### src/rtl/filter_ui_pkg.sv
// Shared types and helpers for the filter-mode push-key interface.
// Mode width, per-key repeat states and the load clamp.
package filter_ui_pkg;

  localparam int MODE_W = 4;

  typedef enum logic [1:0] {
    IDLE,
    DELAY,
    REPEAT
  } key_fsm_t;

  // Clamp a requested mode index into 0..n-1.
  function automatic logic [MODE_W-1:0] clamp_mode(
    input logic [MODE_W-1:0] v,
    input int unsigned       n
  );
    if (32'(v) > n - 1) return MODE_W'(n - 1);
    return v;
  endfunction

endpackage

### src/rtl/key_debounce_repeat.sv
// One push-key: 2-flop sync, debounce, then press/auto-repeat step pulses.
// o_step is combinational and consumed by the mode register.
module key_debounce_repeat
  import filter_ui_pkg::*;
#(
  parameter int DEBOUNCE_CYCLES = 1000000,
  parameter int REPEAT_DELAY    = 25000000,
  parameter int REPEAT_PERIOD   = 10000000
) (
  input  logic i_clk,
  input  logic i_rst,
  input  logic i_key_n,
  output logic o_step
);

  localparam int DW   = $clog2(DEBOUNCE_CYCLES + 1);
  localparam int RMAX = (REPEAT_DELAY > REPEAT_PERIOD) ?
                        REPEAT_DELAY : REPEAT_PERIOD;
  localparam int RW   = $clog2(RMAX + 1);

  logic [1:0]    sync_q;
  logic          rel_q, rel_d;
  logic          prev_q;
  logic [DW-1:0] dcnt_q, dcnt_d;
  key_fsm_t      st_q, st_d;
  logic [RW-1:0] rcnt_q, rcnt_d;
  logic          press;

  always_ff @(posedge i_clk) begin
    if (i_rst) begin
      sync_q <= 2'b11;
      rel_q  <= 1'b1;
      prev_q <= 1'b1;
      dcnt_q <= '0;
      st_q   <= IDLE;
      rcnt_q <= '0;
    end else begin
      sync_q <= {sync_q[0], i_key_n};
      rel_q  <= rel_d;
      prev_q <= rel_q;
      dcnt_q <= dcnt_d;
      st_q   <= st_d;
      rcnt_q <= rcnt_d;
    end
  end

  always_comb begin
    rel_d  = rel_q;
    dcnt_d = '0;
    if (sync_q[1] != rel_q) begin
      if (dcnt_q == DW'(DEBOUNCE_CYCLES - 1)) begin
        rel_d = ~rel_q;
      end else begin
        dcnt_d = dcnt_q + 1'b1;
      end
    end
  end

  assign press = prev_q & ~rel_q;

  always_comb begin
    st_d   = st_q;
    rcnt_d = rcnt_q;
    o_step = 1'b0;
    if (rel_q) begin
      st_d   = IDLE;
      rcnt_d = '0;
    end else begin
      unique case (st_q)
        IDLE: begin
          if (press) begin
            o_step = 1'b1;
            st_d   = DELAY;
            rcnt_d = '0;
          end
        end
        DELAY: begin
          if (rcnt_q == RW'(REPEAT_DELAY - 1)) begin
            o_step = 1'b1;
            st_d   = REPEAT;
            rcnt_d = '0;
          end else begin
            rcnt_d = rcnt_q + 1'b1;
          end
        end
        REPEAT: begin
          if (rcnt_q == RW'(REPEAT_PERIOD - 1)) begin
            o_step = 1'b1;
            rcnt_d = '0;
          end else begin
            rcnt_d = rcnt_q + 1'b1;
          end
        end
        default: st_d = IDLE;
      endcase
    end
  end

endmodule

### src/rtl/filter_mode_counter.sv
// Mode index register driven by up/down push-keys and a direct load.
// Load wins over steps; simultaneous up and down steps cancel.
module filter_mode_counter
  import filter_ui_pkg::*;
#(
  parameter int DEBOUNCE_CYCLES = 1000000,
  parameter int REPEAT_DELAY    = 25000000,
  parameter int REPEAT_PERIOD   = 10000000,
  parameter int NUM_MODES       = 16
) (
  input  logic              i_clk,
  input  logic              i_rst,
  input  logic              i_key_up_n,
  input  logic              i_key_down_n,
  input  logic              i_load,
  input  logic [MODE_W-1:0] i_load_value,
  output logic [MODE_W-1:0] o_hex,
  output logic              o_changed
);

  localparam logic [MODE_W-1:0] MAXM = MODE_W'(NUM_MODES - 1);

  logic              up_step, dn_step;
  logic [MODE_W-1:0] hex_q, hex_d, load_v;
  logic              chg_q, chg_d;

  key_debounce_repeat #(
    .DEBOUNCE_CYCLES(DEBOUNCE_CYCLES),
    .REPEAT_DELAY   (REPEAT_DELAY),
    .REPEAT_PERIOD  (REPEAT_PERIOD)
  ) u_up (
    .i_clk  (i_clk),
    .i_rst  (i_rst),
    .i_key_n(i_key_up_n),
    .o_step (up_step)
  );

  key_debounce_repeat #(
    .DEBOUNCE_CYCLES(DEBOUNCE_CYCLES),
    .REPEAT_DELAY   (REPEAT_DELAY),
    .REPEAT_PERIOD  (REPEAT_PERIOD)
  ) u_dn (
    .i_clk  (i_clk),
    .i_rst  (i_rst),
    .i_key_n(i_key_down_n),
    .o_step (dn_step)
  );

  assign load_v = clamp_mode(i_load_value, NUM_MODES);

  always_comb begin
    hex_d = hex_q;
    chg_d = 1'b0;
    if (i_load) begin
      hex_d = load_v;
      chg_d = (load_v != hex_q);
    end else if (up_step && dn_step) begin
      hex_d = hex_q;
    end else if (up_step) begin
      hex_d = (hex_q == MAXM) ? '0 : hex_q + 1'b1;
      chg_d = 1'b1;
    end else if (dn_step) begin
      hex_d = (hex_q == '0) ? MAXM : hex_q - 1'b1;
      chg_d = 1'b1;
    end
  end

  always_ff @(posedge i_clk) begin
    if (i_rst) begin
      hex_q <= '0;
      chg_q <= 1'b0;
    end else begin
      hex_q <= hex_d;
      chg_q <= chg_d;
    end
  end

  assign o_hex     = hex_q;
  assign o_changed = chg_q;

endmodule

### config.mk
export PLATFORM = sky130hd
export DESIGN_NAME = filter_mode_counter
export DESIGN_NICKNAME = d
export VERILOG_FILES = /design/src/rtl/filter_ui_pkg.sv /design/src/rtl/key_debounce_repeat.sv /design/src/rtl/filter_mode_counter.sv
export SDC_FILE = /design/constraint.sdc
export NUM_CORES = 1
export LEC_CHECK = 0
export BUFFER_PORTS_ARGS = -buffer_cell sky130_fd_sc_hd__buf_2
export CAP_MARGIN = 20
export CORE_UTILIZATION = 45
export CTS_BUF_LIST = sky130_fd_sc_hd__clkbuf_8
export DETAILED_ROUTE_END_ITERATION = 10
export GPL_ROUTABILITY_DRIVEN = 0
export SLEW_MARGIN = 0
export SYNTH_ARGS = -nofsm -noshare
export SYNTH_HDL_FRONTEND = slang
export SYNTH_SLANG_ARGS = --single-unit
### constraint.sdc
create_clock -name i_clk -period 5.4 [get_ports i_clk]
set_clock_uncertainty 0.15 [all_clocks]
set_input_delay 0.27 -clock i_clk [delete_from_list [all_inputs] [get_ports i_clk]]
set_output_delay 0.27 -clock i_clk [all_outputs]
set_load 0.005 [all_outputs]
# Word-level counts from Yosys, hierarchy flattened
# Index checks and enable logic that the tools add are counted.
# word_totals
word_cells	99
inputBits	9
reg_bits	107
output_inout_bits	5
# op_classes
eq_ne	19
bitwise_logic	8
reduce_logical	18
muxes	34
addsub	6
# ops
operator	count
25-bit 2-to-1 mux	6
25-bit one-hot mux with 3 select lines	2
25-bit by 1-bit adder with 25-bit output, second input constant	2
25-bit by 24-bit equality test with 1-bit output, second input constant	2
25-bit equality test, second input constant	2
20-bit by 1-bit adder with 20-bit output, second input constant	2
20-bit equality test, second input constant	2
4-bit 2-to-1 mux	6
1-bit 2-to-1 mux	12
2-bit one-hot mux with 3 select lines	2
2-bit AND reduction	5
3-bit nonzero test	3
2-bit 2-to-1 mux	4
2-bit by 1-bit inequality test with 1-bit output, second input constant	4
1-bit inverter	6
1-bit one-hot mux with 3 select lines	2
3-bit AND reduction	2
3-bit OR reduction	2
4-bit by 1-bit adder with 4-bit output, second input constant	1
2-bit by 1-bit equality test with 1-bit output, second input constant	2
2-bit equality test, second input constant	2
4-bit equality test, second input constant	1
2-bit logical NOT	2
4-bit logical NOT	1
7 further kinds	10

# Longest topological paths before layout
# Gate-level depths: netlist of the first run.
# logic_depth
word_depth	9
ltp_mapped	12
mapped_depth_nobuf	12

# By module
# Synthesis of the first run repeated with hierarchy kept, for this count alone.
# unflattened
hier_cells	661
hier_area_um2	5733.0
# by_module_without_submodules
module	cells_each	area_per_inst_um2	instances
key_debounce_repeat	305	2658.8	2
filter_mode_counter	51	415.4	1

# Worst setup path after synthesis of the first run
# Ideal clock, no wire load.
# synth_path
path_kind	register to register
startpoint	register u_up.rcnt_q[0]
endpoint	register hex_q[0], in the netlist o_hex[0]
required_time_ns	5.163
stages_incl_launch_ff	13
period_less_slack_ns	2.644
setup_ns	0.087
path_slack_ns	2.756
t_arrival_ns	2.407
path_cell_list	dfxtp_1 ha_1 and4_1 buf_2 nand2_1 o31ai_1 o21ai_0 inv_1 ha_1 nor3_1 o21ai_2 and2_4 o31ai_1
# synth_via
elab_chain_cells	7
elab_cells_between_ends	13
# synth_rtl
element	line	source
from (decl)	key_debounce_repeat.sv:26	logic [RW-1:0] rcnt_q, rcnt_d;
from (signal assigned)	key_debounce_repeat.sv:43	rcnt_q <= rcnt_d;
25-bit by 24-bit equality test with 1-bit output or 25-bit equality test (tied branches)	key_debounce_repeat.sv:87, key_debounce_repeat.sv:78	
1-bit 2-to-1 mux, on equally long branches	key_debounce_repeat.sv:87, key_debounce_repeat.sv:78	
1-bit one-hot mux with 3 select lines *	key_debounce_repeat.sv:69	unique case (st_q)
1-bit 2-to-1 mux *	key_debounce_repeat.sv:65	if (rel_q) begin
4-bit 2-to-1 mux or 1-bit logical AND (tied branches)	filter_mode_counter.sv:59, filter_mode_counter.sv:57	
4-bit 2-to-1 mux or 2-bit inequality test (tied branches)	n/a	
4-bit 2-to-1 mux or 2-bit AND reduction (tied branches)	n/a	
to (signal assigned)	filter_mode_counter.sv:70	hex_q <= '0;
to (signal assigned)	filter_mode_counter.sv:73	hex_q <= hex_d;
to (decl)	filter_mode_counter.sv:24	logic [MODE_W-1:0] hex_q, hex_d, load_v;
# Mark *: on every way between the ends. The rest lies on a longest branch, timed or not. The select of a mux whose other input is x is not followed.
# A chain may end at the register's enable or synchronous reset.

# Final worst setup path of the first run
# layout_path
startpoint	register u_up.rcnt_q[0]
endpoint	register hex_q[3], in the netlist o_hex[3]
# The elaborated chain is that of the path after synthesis.

==> results of run 1 <==
-- critical path, stage by stage, from the launching register on --
cell     delay, ns
dfxtp_1       0.35
ha_1          0.23
and4_1        0.27
nand2_1       0.15
o31ai_1       0.13
o21ai_0       0.51
inv_1         0.09
ha_1          0.23
nor3_1        0.21
o21ai_2       0.12
and2_4        0.17
o31ai_1       0.24
-- metal layers --
layer,up-vias,track usage,share of wire
met4,0,0.05244,0.0061
met5,-,0,0
li1,2244,-,-
met3,4,0.05508,0.036
met1,2060,0.2381,0.49
met2,56,0.2965,0.46
-- synth_stat cells, drive strengths merged, types with 3 or more instances --
cell     count
xor2        42
o21ai       13
nor4b        3
or2          7
a31oi        6
nor3b        9
a2111oi      3
ha          16
nor2b        9
nor3        15
buf          6
a21oi       13
and4         9
nor4        10
inv         25
or3          4
nand2b       5
xnor2       39
clkbuf      11
nand3b       4
dfxtp      107
nand2       47
and2         9
nand3       36
nand4       19
a211oi       4
and3        10
nor2       108
o31ai        8
nor4bb       5
mux2i        5
-- power by group --
group	switching, mW	total [mW]	leakage (nW)	internal (mW)
Sequential	0.00564	0.798	0.864	0.793
Clock	0.284	0.550	0.113	0.265
Combinational	0.0193	0.0345	0.926	0.0152
Total	0.309	1.38	1.90	1.07
-- through the flow --
step	setup WS, ns	utilization	hold slack (ns)	instance area, µm²
after detailed placement	2.495	0.4834	0.2503	5638
final	2.443	0.5054	0.05783	5894
after CTS	2.446	0.5043	0.02850	5882
after global routing	2.148	0.5054	0.05169	5894
after floorplan	2.756	-	0.2238	5494
after global placement	2.603	0.4834	0.2521	5638
-- layout make-up --
class | count | area, µm² | area share
Inverter | 25 | 93.84 | 0.01592
Sequential cell | 107 | 2142 | 0.3634
Tap cell | 143 | 178.9 | 0.03035
Multi-Input combinational cell | 491 | 3158 | 0.5358
Clock inverter | 7 | 100.1 | 0.01698
Clock buffer | 9 | 123.9 | 0.02101
Timing Repair Buffer | 16 | 97.59 | 0.01656
-- logic make-up after synthesis --
logic type / Yosys count / synth area share
AOI/OAI and AO/OA: 68 / 0.09406
xor gates and xnor gates: 81 / 0.1291
adders and majority gates: 16 / 0.03644
buffers and inverters: 42 / 0.03530
DFF: 107 / 0.3899
muxes: 5 / 0.009110
and+or+nand+nor: 321 / 0.3061
-- registers in the layout, indices dropped and copies added, names as in the netlist, 2 cells and up --
signal,flops
u_up.dcnt_q,20
u_dn.sync_q,2
u_dn.st_q,2
u_up.st_q,2
u_up.sync_q,2
u_dn.rcnt_q,25
o_hex,4
u_dn.dcnt_q,20
u_up.rcnt_q,25
-- final timing paths --
check                                    start             end  slack, ns
worst max register to register  u_up.rcnt_q[0]        o_hex[3]       2.44
worst max-delay path            u_up.rcnt_q[0]        o_hex[3]       2.44
worst min-delay path                    i_load       o_changed       0.06
worst min register to register  u_dn.sync_q[0]  u_dn.sync_q[1]       0.27
-- repair_timing --
item | CTS | global route
hold endpoints to repair | 2 | 0
hold buffers | 2 | 0
setup buffers | 0 | 0
endpoints found under the setup margin | 0 | 0
==> impl_metrics.csv, run 1 <==
group,metric,value,unit
clock_tree,cts_made_buffers,9,
grt,grt_pass1_vias,4130,
worst_setup_path,critPathKind,"reg -> reg",
timing,worst_pin_slew,0.8544,ns
timing,hold_violations,0,
route,vias,4364,
grt,grt_max_degree,25,
outcome,status,"complete, no violations",
final_layout,nets,675,
worst_setup_path,arrival,3.10,ns
route,routed_wl,10720,µm
timing,final.min_clock_period,2.957,ns
timing,slew_violations,0,
synthesis,synth.net_count,665,
grt,grt_use_total,0.1838,
synthesis,synth-edff-count,0,
floorplan,dieArea,12660,µm²
timing,finalCritPeriodShare,0.5476,
timing,rsz0062_at_grt,"false",
floorplan,coreArea,11660,µm²
synthesis,synth_top_area_cell,"dfxtp_1",
place,dp_hpwl,7742,µm
floorplan,die_height,112.5,µm
clock_tree,tritoncts,"built",
final_layout,drive_gt1_frac,0.08702,
route,antenna_left,0,
synthesis,synth_cell_types,72,
worst_setup_path,reg2regPathDepth,11,
final_layout,fillers,1148,
timing,fin_setup_tns,0,ns
worst_setup_path,cp_max_fo,6,
power_and_ir_drop,total_power,1.382,mW
clock_tree,cts_buffer_depth,2,
place,portBuffers,13,
power_and_ir_drop,peakVddDrop,0.0002127,V
floorplan,ios,14,
worst_setup_path,critPathRequiredTime,5.54,ns
route,vias_per_cell,5.469,
clock_tree,clkLatencyLatePin,0.39,ns
timing,fmax,338.2,MHz
synthesis,ys_seq_elements,107,
synthesis,yosys_warnings,0,
final_layout,final_cell_mix,"nor2_1, dfxtp_1, nand2_1, xor2_1, xnor2_1",
route,drc,0,
floorplan,start_util,0.4711,
final_layout,diodes,0,
route,drt-pass1-iter-count,5,
clock_tree,ctsResizeCount,0,
place,placed_cells_incl_taps,779,
synthesis,async_flop_share,0,
route,first_iter_violations,287,
synthesis,synthTopCellsByArea,"dfxtp_1, nor2_1, xor2_1",
synthesis,synth_top_area_frac,0.3899,
clock_tree,cts-root-buf,"clkbuf_8",
final_layout,layout.cells.non_filler,798,
clock_tree,htree_num_levels,3,
synthesis,postSynthAreaPerCell,8.584,µm²
grt,grt-ovfl-total,0,
final_layout,syn2layout_area_growth,7.288,%
synthesis,synth_area,5494,µm²
timing,max_slew_margin,0.4300,
job,maxCapViolations,0,
synthesis,ys_seq_area_frac,0.3899,
timing,finalSetupViolCount,0,
power_and_ir_drop,leakage,1.903,nW
floorplan,die_x,112.5,µm
final_layout,layout_commonest_cell,"nor2_1",
route,post_drt_wl_per_cell,13.43,µm
min_path,min_path_cells,2,
grt,antenna_found_initial,0,
synthesis,synthFlopType,"dfxtp_1",
clock_tree,path_clk_slew,0.10,ns
grt,grt_pass1_wl,18890,µm
power_and_ir_drop,p_per_area,234.5,nW/µm²
synthesis,syn_inst,640,
floorplan,rows,39,
min_path,hold_class,"in -> reg",
clock_tree,cts.sinks,107,
worst_setup_path,cp-start-kind,"flop",
worst_setup_path,crit_path_end_kind,"flop",
(Power assumes the default switching activity.)
==> inputs of run 2 (changes only) <==
==> constraint.sdc (replaced) <==
create_clock -name i_clk -period 2.7 [get_ports i_clk]
set_clock_uncertainty 0.15 [all_clocks]
set_input_delay 0.135 -clock i_clk [delete_from_list [all_inputs] [get_ports i_clk]]
set_output_delay 0.135 -clock i_clk [all_outputs]
set_load 0.005 [all_outputs]
==> run 2 against run 1 <==
  * Sequential cell count did not move
  * Combinational power is 120% higher
  * Cell area rose by 5.2%
  * First-iteration DRC count fell by 0.70%
  * Critical endpoint is now o_hex[1]
  * Largest cell class unchanged
  * Total power increased by 100%
  * Critical path type unchanged
  * Core utilization increased by 2.6 points
  * Sequential share of layout area shrank 1.7 points
  * Hold slack worse by 0.019 ns
  * Global-route usage up 0.97 points
  * Critical path depth shrank 1
  * Clock-buffer cell count is the same
  * Register-to-register slack worse by 2.4 ns
==> impl_metrics.csv, run 2 (same netlist as run 1, synthesis figures left out) <==
group,metric,value,unit
outcome,status,"complete, no violations",
timing,slew_violations,0,
clock_tree,cts.sinks,107,
route,drc,0,
timing,max_slew_margin,0.6255,
final_layout,largestRegisters,"u_dn.rcnt_q x25, u_up.rcnt_q x25",
power_and_ir_drop,p_per_area,447.4,nW/µm²
clock_tree,htree_num_levels,3,
power_and_ir_drop,leakage,2.056,nW
route,vias_per_cell,5.364,
final_layout,layout_commonest_cell,"nor2_1",
worst_setup_path,timing.rr.start,"u_dn.rcnt_q[7]",
timing,finalSetupViolCount,0,
floorplan,dieArea,12660,µm²
worst_setup_path,path_cells,"or4b_4 > or3_4 > nor3_4 > nor2_1 > nor3_1 > ha_2 > nor3_2 > o21ai_2 > and2_4 > o31ai_1",
power_and_ir_drop,p_switching,0.6230,mW
clock_tree,tritoncts,"built",
clock_tree,cts-root-buf,"clkbuf_8",
worst_setup_path,reg2regPathDepth,10,
power_and_ir_drop,swShare,0.2245,
route,post_drt_wl_per_cell,13.71,µm
final_layout,fin_util,0.5318,
min_path,min_path_cells,2,
place,pre_cts_ws,0.01340,ns
min_path,min_to,"o_changed",
min_path,hold_class,"in -> reg",
timing,final.min_clock_period,2.632,ns
clock_tree,cts_made_buffers,9,
worst_setup_path,crit_path_end_kind,"flop",
power_and_ir_drop,p_int,2.152,mW
worst_setup_path,cp_max_fo,4,
worst_setup_path,arrival,2.75,ns
timing,fmax,379.9,MHz
worst_setup_path,path_buf_inv,0,
grt,grt_pass1_wl,19740,µm
power_and_ir_drop,peakVddDrop,0.0004668,V
final_layout,nets,703,
final_layout,drive_gt1_frac,0.1347,
floorplan,ios,14,
floorplan,start_util,0.4711,
place,placed_cells_incl_taps,799,
final_layout,final_cell_mix,"nor2_1, dfxtp_1, nand2_1, xor2_1, xnor2_1",
worst_setup_path,path_depth,10,
final_layout,layout.cells.non_filler,826,
grt,grt-ovfl-total,0,
clock_tree,path_clk_slew,0.10,ns
worst_setup_path,cp-start-kind,"flop",
final_layout,diodes,0,
route,drt-pass1-iter-count,4,
timing,worst_pin_slew,0.5605,ns
place,dp_hpwl,8124,µm
worst_setup_path,critPathKind,"reg -> reg",
worst_setup_path,r2r-end,"o_hex[1]",
grt,antenna_found_initial,0,
route,antenna_left,0,
timing,finalCritPeriodShare,0.9749,
worst_setup_path,slowest_stage,"or4b_4",
route,routed_wl,11330,µm
grt,grt_use_total,0.1935,
power_and_ir_drop,pwr-share-seq,0.575,
clock_tree,clkLatencyLatePin,0.39,ns
worst_setup_path,critPathTopFamily,"simple AND/OR/NAND/NOR gates",
timing,hold_violations,0,
grt,grt_pass1_vias,4363,
min_path,min_from,"i_rst",
power_and_ir_drop,p_comb_frac,0.028,
worst_setup_path,critPathRequiredTime,2.82,ns
floorplan,die_height,112.5,µm
job,maxCapViolations,0,
floorplan,coreArea,11660,µm²
timing,setup_ws,0.06767,ns
route,vias,4431,
floorplan,die_x,112.5,µm
grt,grt_max_degree,25,
power_and_ir_drop,pwr-share-clk,0.397,
final_layout,syn2layout_area_growth,12.89,%
clock_tree,cts_buffer_depth,2,
worst_setup_path,crit_path_max_incr_delay,0.52,ns
power_and_ir_drop,total_power,2.775,mW
floorplan,rows,39,
route,first_iter_violations,285,
worst_setup_path,r2r_slack,0.07,ns
place,portBuffers,13,
[run 2: changes by cell type in the layout (fill, tap and decap cells not counted), sizes merged]
cell	delta
dlygate4sd3	+5
buf	+24
dlymetal6s2s	-1
[run 2: repair_timing]
action	4_1_cts	5_1_grt
buffers inserted	4	0
cloned	0	0
endpoints found under the setup margin	1	4
gates resized for setup	2	13
hold buffers	7	0
endpoints found under the hold margin	7	0
pin swaps	1	5
[run 2: power groups by stage]
stage          Sequential (mW)  Clock, mW  Combinational, mW
2_1_floorplan             1.63          0             0.0491
3_3_place_gp              1.63          0             0.0669
3_5_place_dp              1.63          0             0.0684
4_1_cts                   1.60       1.14             0.0772
5_1_grt                   1.60       1.20             0.0874
6_report                  1.60       1.10             0.0775
[run 2: routing by layer]
layer / vias to the layer above / global-route usage / wire (µm)
met5: - / 0 / 0
met4: 0 / 0.05067 / 114
met3: 8 / 0.05022 / 382
met2: 46 / 0.3284 / 5262
met1: 2084 / 0.2441 / 5569
li1: 2293 / - / -
[run 2: per-stage QoR]
step	area (µm²)	TNS (ns)	hold WS, ns
2_1_floorplan	5494	0	0.08881
3_3_place_gp	5813	0	0.1749
3_5_place_dp	5813	0	0.1744
4_1_cts	6148	0	0.01004
5_1_grt	6202	-0.09513	0.04226
6_report	6202	0	0.03856
[run 2: worst max-delay path by stage]
stage / from / slack (ns) / end
2_1_floorplan: u_up.rcnt_q[0] / 0.06 / o_hex[0]
3_3_place_gp: u_dn.rcnt_q[8] / 0.10 / o_hex[1]
3_5_place_dp: u_dn.rcnt_q[8] / 0.01 / o_hex[1]
4_1_cts: u_dn.rcnt_q[8] / 0.008 / o_hex[1]
5_1_grt: u_dn.rcnt_q[7] / -0.03 / o_hex[0]
6_report: u_dn.rcnt_q[7] / 0.07 / o_hex[1]
[run 2: layout make-up]
class / count / area, µm²
Tap cell: 143 / 178.9
Multi-Input combinational cell: 491 / 3219
Inverter: 25 / 93.84
Clock inverter: 7 / 100.1
Fill cell: 1123 / 5460
Sequential cell: 107 / 2146
Clock buffer: 9 / 123.9
Timing Repair Buffer: 44 / 340.3
==> inputs of run 3 (changes only) <==
--- a/config.mk
+++ b/config.mk
@@ -5,7 +5,7 @@
 export SDC_FILE = /design/constraint.sdc
 export NUM_CORES = 1
 export LEC_CHECK = 0
-export BUFFER_PORTS_ARGS = -buffer_cell sky130_fd_sc_hd__buf_2
+export BUFFER_PORTS_ARGS = -buffer_cell sky130_fd_sc_hd__buf_4
 export CAP_MARGIN = 20
 export CORE_UTILIZATION = 45
 export CTS_BUF_LIST = sky130_fd_sc_hd__clkbuf_8
==> run 3 against run 2 <==
  * Die area stayed put
  * Via count is 0.68% lower
  * First-iteration DRC count is 22% lower
  * Largest power group unchanged
  * Non-clock buffer count is 1 higher
  * Register-to-register slack worse by 0.02 ns
  * Critical path type unchanged
  * Cell count stayed put
  * Total power is 6.3% lower
  * Sequential power hardly changed
==> impl_metrics.csv, run 3 (same netlist as run 1, synthesis figures left out) <==
group,metric,value,unit
worst_setup_path,crit_path_max_incr_delay,0.53,ns
timing,final.min_clock_period,2.652,ns
power_and_ir_drop,p_per_area,420.3,nW/µm²
timing,rsz0062_at_grt,"true",
power_and_ir_drop,p_int,1.993,mW
floorplan,dieArea,12660,µm²
floorplan,coreArea,11660,µm²
clock_tree,cts-root-buf,"clkbuf_8",
worst_setup_path,timing.rr.start,"u_dn.rcnt_q[8]",
power_and_ir_drop,leakage,2.025,nW
power_and_ir_drop,swShare,0.2333,
min_path,min_path_cells,1,
floorplan,die_x,112.5,µm
job,maxCapViolations,0,
timing,worst_hold_slack,0.2662,ns
timing,finalCritPeriodShare,0.9820,
clock_tree,cts_buffer_depth,2,
power_and_ir_drop,pwr-share-clk,0.351,
grt,grt_pass1_vias,4381,
route,drt-pass1-iter-count,4,
floorplan,ios,14,
outcome,status,"complete, no violations",
timing,fmax,377.1,MHz
final_layout,fin_util,0.5303,
clock_tree,cts.sinks,107,
worst_setup_path,path_cells,"or4b_1 > or3_4 > o31ai_4 > nor2_1 > nor3_2 > ha_2 > a21o_1 > and2_4 > o31ai_4",
worst_setup_path,crit_path_frequent_cell,"o31ai_4",
grt,antenna_found_initial,0,
grt,grt_use_total,0.1944,
grt,grt-ovfl-total,0,
route,post_drt_wl_per_cell,13.69,µm
route,first_iter_violations,223,
timing,slew_violations,0,
min_path,min_to,"u_up.sync_q[1]",
worst_setup_path,slowest_stage,"or4b_1",
grt,grt_max_degree,25,
route,vias_per_cell,5.328,
final_layout,layout_commonest_cell,"nor2_1",
floorplan,start_util,0.4711,
final_layout,syn2layout_area_growth,12.57,%
worst_setup_path,critPathKind,"reg -> reg",
worst_setup_path,r2r-end,"o_hex[0]",
place,portBuffers,13,
clock_tree,tritoncts,"built",
clock_tree,path_clk_slew,0.10,ns
final_layout,largestRegisters,"u_dn.rcnt_q x25, u_up.rcnt_q x25",
worst_setup_path,cp-start-kind,"flop",
worst_setup_path,arrival,2.77,ns
timing,worst_pin_slew,0.6381,ns
power_and_ir_drop,peakVddDrop,0.0003543,V
timing,hold_violations,0,
worst_setup_path,r2r_slack,0.05,ns
worst_setup_path,reg2regPathDepth,9,
min_path,hold_class,"reg -> reg",
timing,finalSetupViolCount,0,
route,vias,4401,
power_and_ir_drop,p_switching,0.6065,mW
min_path,min_from,"u_up.sync_q[0]",
floorplan,rows,39,
clock_tree,cts_made_buffers,9,
final_layout,nets,704,
worst_setup_path,critPathRequiredTime,2.82,ns
route,drc,0,
clock_tree,htree_num_levels,3,
final_layout,diodes,0,
route,routed_wl,11300,µm
final_layout,final_cell_mix,"nor2_1, dfxtp_1, nand2_1, xor2_1, xnor2_1",
timing,max_slew_margin,0.5737,
clock_tree,clkLatencyLatePin,0.38,ns
floorplan,die_height,112.5,µm
place,placed_area,5841,µm²
power_and_ir_drop,p_comb_frac,0.035,
power_and_ir_drop,pwr-share-seq,0.614,
grt,grt_pass1_wl,20120,µm
worst_setup_path,cp_max_fo,5,
place,dp_hpwl,8115,µm
worst_setup_path,crit_path_end_kind,"flop",
final_layout,drive_gt1_frac,0.1303,
route,antenna_left,0,
final_layout,finalInstanceArea,6185,µm²
-- run 3: worst max path at each step --
stage | start | endpoint | slack (ns) | cells past startpoint
2_1_floorplan | u_up.rcnt_q[0] | o_hex[0] | 0.06 | 12
3_3_place_gp | u_dn.rcnt_q[7] | o_hex[1] | 0.09 | 10
3_5_place_dp | u_dn.rcnt_q[7] | o_hex[0] | 0.008 | 10
4_1_cts | u_dn.rcnt_q[7] | o_hex[0] | 0.0006 | 10
5_1_grt | u_dn.rcnt_q[8] | o_hex[0] | -0.04 | 9
6_report | u_dn.rcnt_q[8] | o_hex[0] | 0.05 | 9
-- run 3: stage by stage --
stage	instances	power [mW]	setup TNS [ns]	worst slack [ns]
after floorplan	640	1.678	0	0.05602
after global placement	800	1.705	0	0.08581
after detailed placement	800	1.707	0	0.008471
after CTS	825	2.641	0	0.0005775
after global routing	826	2.702	-0.1497	-0.04195
final	826	2.599	0	0.04848
-- run 3: power groups by stage --
stage | clock network (mW) | registers (mW) | logic, mW
2_1_floorplan | 0 | 1.63 | 0.0491
3_3_place_gp | 0 | 1.63 | 0.0722
3_5_place_dp | 0 | 1.63 | 0.0741
4_1_cts | 0.958 | 1.60 | 0.0863
5_1_grt | 1.00 | 1.60 | 0.101
6_report | 0.912 | 1.60 | 0.0906
-- run 3: critical path: cells and delay by family (launching register included) --
| kind | cells | cell delay, ns |
|---|---|---|
| adders and majority gates | 1 | 0.21 |
| and+or+nand+nor | 5 | 1.42 |
| DFF | 1 | 0.33 |
| AOI/OAI and AO/OA | 3 | 0.42 |
-- run 3: repair_timing --
| action | in CTS | in global routing |
|---|---|---|
| resized for setup | 2 | 12 |
| setup endpoints to repair | 1 | 4 |
| buffers inserted | 0 | 1 |
| pin swaps | 1 | 11 |
| hold buffers | 10 | 0 |
| endpoints found under the hold margin | 11 | 0 |
-- run 3: layout make-up --
type	count	area, µm²
flip-flops and latches	107	2146
clock buffers	10	137.6
well taps	143	178.9
repair buffers	45	375.4
inverters	25	93.84
fillers	1108	5478
clock inverters	5	38.79
multi-input cells	491	3214
-- run 3: routing by layer --
layer	up-vias	GRT usage	share of wire
li1	2303	-	-
met1	2050	0.2515	0.51
met2	38	0.3230	0.46
met3	10	0.04968	0.025
met4	0	0.04978	0.0086
met5	-	0	0
